**src/rtl/mem_pkg.sv**
```systemverilog
// Shared types and constants for the MEM-stage memory access unit.
// Pure declarations, no timing.
// No flow control here; users own all handshaking.
package mem_pkg;

    // Access sequencing states
    typedef enum logic [1:0] {
        IDLE = 2'd0,
        REQ  = 2'd1,
        WAIT = 2'd2,
        DONE = 2'd3
    } state_t;

    // funct3 access size / signedness encodings
    localparam logic [2:0] F3_B  = 3'b000;
    localparam logic [2:0] F3_H  = 3'b001;
    localparam logic [2:0] F3_W  = 3'b010;
    localparam logic [2:0] F3_BU = 3'b100;
    localparam logic [2:0] F3_HU = 3'b101;

    // Store byte-enable patterns before shifting by the byte offset
    localparam logic [3:0] BE_B = 4'b0001;
    localparam logic [3:0] BE_H = 4'b0011;
    localparam logic [3:0] BE_W = 4'b1111;

    // Halves must sit on even addresses, words on multiples of four.
    // Byte and reserved codes never fault.
    function automatic logic is_misaligned(input logic [2:0] f3, input logic [1:0] off);
        case (f3)
            F3_H, F3_HU: return off[0];
            F3_W:        return off != 2'b00;
            default:     return 1'b0;
        endcase
    endfunction

endpackage

```
**src/rtl/mem_access_unit_load_extend.sv**
```systemverilog
// Load formatter: picks the addressed byte/half from the aligned word and extends it.
// Purely combinational, zero latency.
// No backpressure; output follows inputs.
module load_extend
    import mem_pkg::*;
(
    input  logic [31:0] word_i,
    input  logic [1:0]  offset_i,
    input  logic [2:0]  funct3_i,
    output logic [31:0] data_o
);

    logic [7:0]  byte_v;
    logic [15:0] half_v;

    // Select the lane and apply sign or zero extension by funct3
    always_comb begin
        case (offset_i)
            2'd0:    byte_v = word_i[7:0];
            2'd1:    byte_v = word_i[15:8];
            2'd2:    byte_v = word_i[23:16];
            default: byte_v = word_i[31:24];
        endcase
        half_v = offset_i[1] ? word_i[31:16] : word_i[15:0];

        case (funct3_i)
            F3_B:    data_o = {{24{byte_v[7]}}, byte_v};
            F3_BU:   data_o = {24'd0, byte_v};
            F3_H:    data_o = {{16{half_v[15]}}, half_v};
            F3_HU:   data_o = {16'd0, half_v};
            default: data_o = word_i;
        endcase
    end

endmodule

```
**src/rtl/mem_access_unit.sv**
```systemverilog
// MEM-stage load/store engine: issues one cache request per access and formats load data.
// Load: 3 stall cycles minimum (IDLE, REQ, WAIT) then DONE; store: 2 (IDLE, REQ) then DONE.
// Holds the pipeline via stallM while reqReady is low or the response is pending; build with
// MEM_STALL_CNT_EN to add the stallCycles performance counter output.
module mem_access_unit
    import mem_pkg::*;
#(
    parameter int ADDR_W = 32,
    parameter int DATA_W = 32
) (
    input  logic              clk,
    input  logic              rst,
    input  logic              memReadM,
    input  logic              memWriteM,
    input  logic [2:0]        funct3M,
    input  logic [ADDR_W-1:0] aluResultM,
    input  logic [DATA_W-1:0] writeDataM,
    output logic [DATA_W-1:0] readDataM,
    output logic              stallM,
    output logic              misalignM,
    output logic              reqValid,
    input  logic              reqReady,
    output logic              reqWrite,
    output logic [ADDR_W-1:0] reqAddr,
    output logic [DATA_W-1:0] reqWdata,
    output logic [3:0]        reqByteEn,
    input  logic              rspValid,
    input  logic [DATA_W-1:0] rspRdata
`ifdef MEM_STALL_CNT_EN
    ,
    output logic [31:0]       stallCycles
`endif
);

    state_t            state_q;
    logic [2:0]        funct3_q;
    logic [1:0]        offset_q;
    logic              reqValid_q;
    logic              reqWrite_q;
    logic [ADDR_W-1:0] reqAddr_q;
    logic [DATA_W-1:0] reqWdata_q;
    logic [3:0]        reqByteEn_q;
    logic [DATA_W-1:0] readData_q;

    logic              op;
    logic              misaligned;
    logic [1:0]        offset;
    logic [3:0]        byteEn_d;
    logic [DATA_W-1:0] wdata_d;
    logic [DATA_W-1:0] loadFmt;

    assign offset     = aluResultM[1:0];
    assign op         = memReadM | memWriteM;
    assign misaligned = is_misaligned(funct3M, offset);

    // Store lane replication and byte enables, evaluated against the instruction in IDLE
    always_comb begin
        byteEn_d = BE_W;
        wdata_d  = writeDataM;
        case (funct3M)
            F3_B: begin
                byteEn_d = BE_B << offset;
                wdata_d  = {4{writeDataM[7:0]}};
            end
            F3_H: begin
                byteEn_d = BE_H << offset;
                wdata_d  = {2{writeDataM[15:0]}};
            end
            default: begin
                byteEn_d = BE_W;
                wdata_d  = writeDataM;
            end
        endcase
    end

    load_extend u_load_extend (
        .word_i   (rspRdata),
        .offset_i (offset_q),
        .funct3_i (funct3_q),
        .data_o   (loadFmt)
    );

    // Access sequencer with registered cache request and load result
    always_ff @(posedge clk or posedge rst) begin
        if (rst) begin
            state_q     <= IDLE;
            funct3_q    <= 3'd0;
            offset_q    <= 2'd0;
            reqValid_q  <= 1'b0;
            reqWrite_q  <= 1'b0;
            reqAddr_q   <= '0;
            reqWdata_q  <= '0;
            reqByteEn_q <= 4'd0;
            readData_q  <= '0;
        end else begin
            case (state_q)
                IDLE: begin
                    if (op) begin
                        if (misaligned) begin
                            // Faulting access is dropped; clear the result so nothing stale is consumed
                            readData_q <= '0;
                        end else begin
                            funct3_q    <= funct3M;
                            offset_q    <= offset;
                            reqValid_q  <= 1'b1;
                            // Read+write together resolves to a store
                            reqWrite_q  <= memWriteM;
                            reqAddr_q   <= {aluResultM[ADDR_W-1:2], 2'b00};
                            reqWdata_q  <= memWriteM ? wdata_d : '0;
                            reqByteEn_q <= memWriteM ? byteEn_d : 4'd0;
                            state_q     <= REQ;
                        end
                    end
                end
                REQ: begin
                    if (reqReady) begin
                        reqValid_q <= 1'b0;
                        state_q    <= reqWrite_q ? DONE : WAIT;
                    end
                end
                WAIT: begin
                    if (rspValid) begin
                        readData_q <= loadFmt;
                        state_q    <= DONE;
                    end
                end
                default: begin
                    // DONE: pipeline advances this edge; next instruction is seen in IDLE
                    state_q <= IDLE;
                end
            endcase
        end
    end

    // Stall and fault flags react to the current instruction while idle
    always_comb begin
        stallM    = 1'b0;
        misalignM = 1'b0;
        if (!rst) begin
            stallM    = ((state_q == IDLE) && op && !misaligned) ||
                        (state_q == REQ) || (state_q == WAIT);
            misalignM = (state_q == IDLE) && op && misaligned;
        end
    end

    assign readDataM = readData_q;
    assign reqValid  = reqValid_q;
    assign reqWrite  = reqWrite_q;
    assign reqAddr   = reqAddr_q;
    assign reqWdata  = reqWdata_q;
    assign reqByteEn = reqByteEn_q;

`ifdef MEM_STALL_CNT_EN
    logic [31:0] stallCnt_q;

    // Free-running count of stalled cycles, wraps naturally
    always_ff @(posedge clk or posedge rst) begin
        if (rst) begin
            stallCnt_q <= 32'd0;
        end else if (stallM) begin
            stallCnt_q <= stallCnt_q + 32'd1;
        end
    end

    assign stallCycles = stallCnt_q;
`endif

endmodule

```
**config.mk**
```make
export PLATFORM = sky130hd
export DESIGN_NAME = mem_access_unit
export DESIGN_NICKNAME = d
export VERILOG_FILES = /design/src/rtl/mem_pkg.sv /design/src/rtl/mem_access_unit_load_extend.sv /design/src/rtl/mem_access_unit.sv
export SDC_FILE = /design/constraint.sdc
export NUM_CORES = 1
export LEC_CHECK = 0
export BUFFER_PORTS_ARGS = -buffer_cell sky130_fd_sc_hd__clkbuf_2
export CELL_PAD_IN_SITES_DETAIL_PLACEMENT = 0
export CELL_PAD_IN_SITES_GLOBAL_PLACEMENT = 1
export CORE_MARGIN = 8
export CORE_UTILIZATION = 26
export DETAILED_ROUTE_END_ITERATION = 8
export PLACE_DENSITY = 0.58
export SYNTH_ARGS = -nofsm -noshare
export SYNTH_HDL_FRONTEND = slang
export SYNTH_HIERARCHICAL = 1
export SYNTH_SLANG_ARGS = --single-unit
```
**constraint.sdc**
```tcl
create_clock -name clk -period 8.6 [get_ports clk]
set_input_delay 0 -clock clk [delete_from_list [all_inputs] [get_ports clk]]
set_output_delay 0 -clock clk [all_outputs]
set_load 0.02 [all_outputs]
```
==> qor.csv, run 1 <==
metric,value,unit
synthMuxAreaShare,16.35,%
synth_seq_cells,107,
synth-edff-count,0,
crit_fanout,39,
drv_slew,0,
crit_required,8.60,ns
core,23260,um2
drv_cap,0,
synth.distinct_cells,56,
place.gp.congestion,0.7600,
cts_resized,0,
grt_pass1_vias,5549,
yosysTopAreaCell,dfrtp_1,
postSynthCellCount,529,
fin_nets,884,
synth_top_family_by_area,compound AO/OA/AOI/OAI gates,
rr_worst_depth,7,
end_kind,primary output,
htreeDepth,3,
p_per_area,349.6,nW/um2
r2r_slack,6.09,ns
synthAdderAreaFrac,0.8185,%
grt-ovfl-total,0,
detail_route.vias_per_cell,4.624,
clk_latency,0.35,ns
hold_buffers,70,
rows,56,
synth_simple_gate_area_share,8.574,%
r2r_start,state_q[0]$_DFFE_PP0P_,
synth_compound_area_share,23.43,%
drtAntennaViolNets,0,
cts_buffer_depth,2,
drive_above_1_share,42.69,%
synth.area.top_cells,"dfrtp_1 44%, mux2_4 7.6%, o2bb2ai_2 4.9%",
drt-total-wl,20700,um
setup_viol,0,
fin_crit_sh,30.56,%
fmax,380.5,MHz
final.setup_skew,0.008790,ns
yosys.area.top_type_share,43.79,%
cts_tree,yes,
holdPathStages,2,
ir_drop,0.0001308,V
hold_path.class,input pin to flop,
synthFlopType,dfrtp_1,
rr_endpoint,readDataM[31]$_DFFE_PP0P_,
min_to,funct3_q[2]$_DFFE_PP0P_,
start_util,26.29,%
syn_area_per_cell,11.56,um2
power.total,2.877,mW
rsz0062_at_grt,no,
synth_area,6115,um2
drt_first_iter_violations,186,
fp.dieArea,28680,um2
synth-xor-area-share,0,%
die_h,169.4,um
cts_setup_buffers,0,
routedWlPerCell,18.82,um
dr.pass1.iters,4,
final_hold_viol_count,0,
area_delta_synth_final,34.58,%
min_from,funct3M[2],
slew_headroom,23.06,%
leakage,3.834,nW
antenna_found_initial,2,
ios,209,
async_reset_ff_share,100.0,%
setup.worst_path.start_class,flop,
die_w,169.4,um
cts_root_buffer,clkbuf_16,
tightest_slew,1.154,ns
track_usage,14.34,%
yosysWarnings,6,
cts_made_buffers,9,
drc,0,
path_class,flop to primary output,
dp_hpwl,14530,um
status,completed,
arrival,2.63,ns
clk_pin_slew,0.07,ns
setup_tns,0,ns
period_minus_slack,2.628,ns
grt_max_degree,63,
seq_area_frac_synth,43.79,%
grt_pass1_wl,32190,um
vias,5086,
clock-sinks,107,
io_buffers,206,
==> layout by cell type, fill, tap and decap left out, drive strengths merged, types with 2 or more instances in the layout <==
cell type | synthesis | layout
a21oi | 18 | 18
a221oi | 2 | 2
a22o | 12 | 12
a311oi | 8 | 8
and2 | 2 | 2
buf | 34 | 4
clkbuf | 12 | 219
clkinv | 1 | 2
conb | 1 | 2
dfrtp | 107 | 107
dlygate4sd3 | 0 | 70
ha | 4 | 4
inv | 16 | 17
mux2 | 39 | 39
mux2i | 26 | 26
mux4 | 7 | 7
nand2 | 52 | 52
nand2b | 2 | 2
nor2 | 31 | 31
nor2b | 12 | 12
nor3 | 2 | 2
o21ai | 77 | 77
o221ai | 7 | 7
o22ai | 16 | 16
o2bb2ai | 25 | 25
or2 | 3 | 3
==> layer usage <==
metal  vias up  global-route usage [%]  wire length, um
li1       2426                       -                -
met1      2466                   17.70             8889
met2       170                   23.41             9779
met3        22                   5.071             1694
met4         2                   3.848              325
met5         -                       0                8
==> logic make-up after synthesis <==
kind of cell	count (synthesis)
AO/OA/AOI/OAI	173
adder cells (fa/ha/maj)	4
buffers and inverters	63
flip-flops	107
multiplexers	72
other	1
AND/OR/NAND/NOR	109
==> area by class of cell <==
cell class	instances	area, um2
clock buffers	13	260.3
flip-flops and latches	107	2678
inverters	17	66.31
clock inverters	3	43.79
well taps	319	399.1
multi-input cells	360	3018
diodes	1	2.502
fillers	2412	15030
repair buffers	280	1762
==> worst max path at each step <==
stage                                     end  cells after the start  slack [ns]              startpoint
finish                                 stallM                      6        5.97  state_q[0]$_DFFE_PP0P_
global route                           stallM                      6        5.77  state_q[1]$_DFFE_PP0P_
CTS                                    stallM                      6        5.92  state_q[0]$_DFFE_PP0P_
detailed placement  readDataM[30]$_DFFE_PP0P_                      7        6.08  state_q[0]$_DFFE_PP0P_
global placement    readDataM[30]$_DFFE_PP0P_                      7        6.08  state_q[0]$_DFFE_PP0P_
floorplan             funct3_q[0]$_DFFE_PP0P_                      1        5.78                     rst
==> state kept, by name, summed over array words and instances, names as in the netlist, 2 cells and up <==
name / cells
offset_q: 2
readDataM: 32
state_q: 2
reqAddr: 30
reqWdata: 32
reqByteEn: 4
funct3_q: 3
==> per-stage QoR <==
step / util, % / setup slack, ns / area (um2) / std cells / hold WS (ns)
after floorplan: - / 5.783 / 6118 / 530 / 0.07686
final: 35.38 / 5.972 / 8229 / 1100 / 0.03038
after CTS: 35.36 / 5.924 / 8227 / 1099 / 0.01185
after detailed placement: 31.05 / 6.084 / 7222 / 1013 / 0.1549
after global routing: 35.38 / 5.769 / 8229 / 1100 / 0.02839
after global placement: 31.05 / 6.083 / 7222 / 1013 / 0.1611
==> cell usage after synthesis, types with 2 or more instances <==
library cell and count:
a21oi_1 18, a221oi_1 2, a22o_1 12, a311oi_1 7, buf_12 3, buf_2 11
buf_4 4, buf_6 15, clkbuf_1 12, dfrtp_1 107, ha_1 4, inv_1 15
mux2_1 3, mux2_2 5, mux2_4 31, mux2i_1 26, mux4_1 7, nand2_1 51
nand2b_1 2, nor2_1 30, nor2b_1 10, nor2b_4 2, o21ai_0 45, o21ai_1 2
o21ai_2 30, o221ai_1 3, o221ai_2 4, o22ai_1 16, o2bb2ai_1 5, o2bb2ai_2 20
or2_4 2
==> critical path: stages, from the launching register on <==
cell	delay, ns
dfrtp_1	0.41
inv_1	0.09
ha_1	0.27
o21ai_0	0.16
nand2b_2	0.77
a21oi_1	0.35
clkbuf_2	0.21
==> power breakdown <==
| group | internal, mW | total [mW] | switching, mW | leakage [nW] |
|---|---|---|---|---|
| sequential | 0.708 | 0.863 | 0.155 | 1.35 |
| combinational | 0.627 | 1.57 | 0.945 | 2.33 |
| clock | 0.243 | 0.442 | 0.199 | 0.150 |
Note: power is estimated with default switching activity, not from simulation.
==> run 2: changes to the inputs <==
--- a/config.mk
+++ b/config.mk
@@ -11,7 +11,7 @@
 export CORE_MARGIN = 8
 export CORE_UTILIZATION = 26
 export DETAILED_ROUTE_END_ITERATION = 8
-export PLACE_DENSITY = 0.58
+export PLACE_DENSITY = 0.6
 export SYNTH_ARGS = -nofsm -noshare
 export SYNTH_HDL_FRONTEND = slang
 export SYNTH_HIERARCHICAL = 1
==> constraint.sdc (replaced) <==
create_clock -name clk -period 2.1 [get_ports clk]
set_input_delay 0 -clock clk [delete_from_list [all_inputs] [get_ports clk]]
set_output_delay 0 -clock clk [all_outputs]
set_load 0.02 [all_outputs]
==> run 2 against run 1 <==
Compared with the run above: largest power group unchanged; die area did not move; combinational power rose to 4.4 times the previous value; largest cell class unchanged; sequential power rose to 4.0 times the previous value; worst hold slack improved by 0.010 ns; cell count rose by 1.5%; count of clock-buffer cells in the layout fell by 4; first-iteration DRC count rose by 6.5%; cell area rose by 3.4%; sequential share of layout area fell by 1.1 points; global-route usage fell by 0.065 points; non-clock buffer count rose by 17.
==> qor.csv, run 2 (synthesis gave the netlist of run 1 again) <==
metric,value,unit,change
cts_tree,yes,,unchanged
path_class,flop to flop,,was flop to primary output
fp.dieArea,28680,um2,unchanged
grt_max_degree,52,,was 63
start_util,26.29,%,unchanged
status,completed,,unchanged
setup_tns,0,ns,unchanged
antenna_found_initial,0,,was 2
area_delta_synth_final,39.14,%,was 34.58%
cts_buffer_depth,2,,unchanged
layout_common_cells,"206 x clkbuf_2, 107 x dfrtp_1, 67 x dlygate4sd3_1",,"was 206 x clkbuf_2, 107 x dfrtp_1, 70 x dlygate4sd3_1"
final_hold_viol_count,0,,unchanged
fin_nets,902,,was 884
setup_viol,0,,unchanged
setup_slack,0.1186,ns,was 5.972 ns
vias,5163,,was 5086
grt_pass1_wl,32180,um,was 32190 um
dp_hpwl,15060,um,was 14530 um
holdPathStages,5,,was 2
num_antenna_cells,0,,was 1
rr_worst_depth,8,,was 7
clk_pin_slew,0.08,ns,was 0.07 ns
track_usage,14.28,%,was 14.34%
final_core_util,36.57,%,was 35.38%
drive_above_1_share,44.74,%,was 42.69%
nFillCells,2421,,was 2412
final.setup_skew,0.01513,ns,was 0.008790 ns
dr.pass1.iters,4,,unchanged
place.gp.congestion,0.7623,,was 0.7600
die_w,169.4,um,unchanged
cts_made_buffers,9,,unchanged
drc,0,,unchanged
hold_path.class,input pin to flop,,unchanged
cts_setup_buffers,0,,unchanged
io_buffers,206,,unchanged
drtAntennaViolNets,0,,unchanged
detail_route.vias_per_cell,4.622,,was 4.624
p_per_area,1459,nW/um2,was 349.6 nW/um2
fmax,504.7,MHz,
rsz0062_at_grt,no,,unchanged
setup.worst_path.start_class,flop,,unchanged
htreeDepth,3,,unchanged
clk_latency,0.36,ns,was 0.35 ns
drt-total-wl,20830,um,was 20700 um
cts_root_buffer,clkbuf_16,,unchanged
ir_drop,0.0004563,V,was 0.0001308 V
core,23260,um2,unchanged
grt_pass1_vias,5533,,was 5549
drv_slew,0,,unchanged
period_minus_slack,1.981,ns,
arrival,2.26,ns,was 2.63 ns
final_common_cell,clkbuf_2,,unchanged
grt-ovfl-total,0,,unchanged
drt_first_iter_violations,198,,was 186
slew_headroom,58.48,%,was 23.06%
fin_crit_sh,94.35,%,
rows,56,,unchanged
ios,209,,unchanged
routedWlPerCell,18.65,um,was 18.82 um
clock-sinks,107,,unchanged
post-place-ws,0.03125,ns,was 6.084 ns
leakage,3.972,nW,was 3.834 nW
crit_fanout,35,,was 39
end_kind,flop,,was primary output
tightest_slew,0.6213,ns,was 1.154 ns
die_h,169.4,um,unchanged
crit_required,2.37,ns,was 8.60 ns
drv_cap,0,,unchanged
[run 2: layer usage]
| layer | up-vias | part of all wire, % | GRT usage, % |
|---|---|---|---|
| li1 | 2465 | - | - |
| met1 | 2500 | 44 | 17.99 |
| met2 | 179 | 47 | 23.36 |
| met3 | 19 | 7.8 | 4.652 |
| met4 | 0 | 1.1 | 3.386 |
| met5 | - | 0 | 0 |
[run 2: worst paths after layout]
path | slack, ns | from | to
worst min-delay path | 0.04 | rspRdata[14] | readDataM[14]$_DFFE_PP0P_
worst max register to register | 0.12 | state_q[0]$_DFFE_PP0P_ | reqWdata[31]$_DFFE_PP0P_
worst max-delay path | 0.12 | state_q[0]$_DFFE_PP0P_ | reqWdata[31]$_DFFE_PP0P_
worst min register to register | 0.50 | reqWdata[31]$_DFFE_PP0P_ | reqWdata[31]$_DFFE_PP0P_
min in group asynchronous | 0.28 | rst | reqAddr[5]$_DFFE_PP0P_
max in group asynchronous | 1.13 | rst | readDataM[5]$_DFFE_PP0P_
[run 2: per-stage QoR]
| stage | area [um2] | std cells | power (mW) | hold slack (ns) |
|---|---|---|---|---|
| 2_1_floorplan | 6122 | 530 | 8.487 | 0.07686 |
| 3_3_place_gp | 7486 | 1033 | 10.36 | 0.1363 |
| 3_5_place_dp | 7486 | 1033 | 10.38 | 0.1339 |
| 4_1_cts | 8493 | 1116 | 12.51 | 0.02970 |
| 5_1_grt | 8508 | 1117 | 13.26 | 0.04966 |
| 6_report | 8508 | 1117 | 12.41 | 0.04064 |
[run 2: cell type report]
cell class	count	area, um2	share of cell area, %
Clock buffer	9	225.2	2.647
Clock inverter	7	111.4	1.309
Inverter	17	67.56	0.7941
Multi-Input combinational cell	361	3029	35.60
Sequential cell	107	2678	31.47
Tap cell	319	399.1	4.691
Timing Repair Buffer	297	1998	23.49
[run 2: worst max-delay path, cell delays in order, from the launching register on]
cell,delay [ns]
dfrtp_1,0.42
inv_1,0.10
ha_2,0.21
inv_1,0.07
a311oi_4,0.39
buf_12,0.26
nand2_2,0.10
buf_12,0.17
o2bb2ai_1,0.16
[run 2: power breakdown]
| part | switching, mW | internal (mW) | leakage, nW | total, mW |
|---|---|---|---|---|
| Combinational | 4.06 | 2.92 | 2.46 | 6.97 |
| Sequential | 0.573 | 2.90 | 1.35 | 3.47 |
| Clock | 0.889 | 1.08 | 0.164 | 1.97 |
| Total | 5.52 | 6.89 | 3.97 | 12.4 |
[run 2: repair_timing]
item / CTS / global route
hold buffers: 67 / 0
resized for setup: 0 / 3
endpoints found under the hold margin: 89 / 0
setup endpoints to repair: 0 / 32
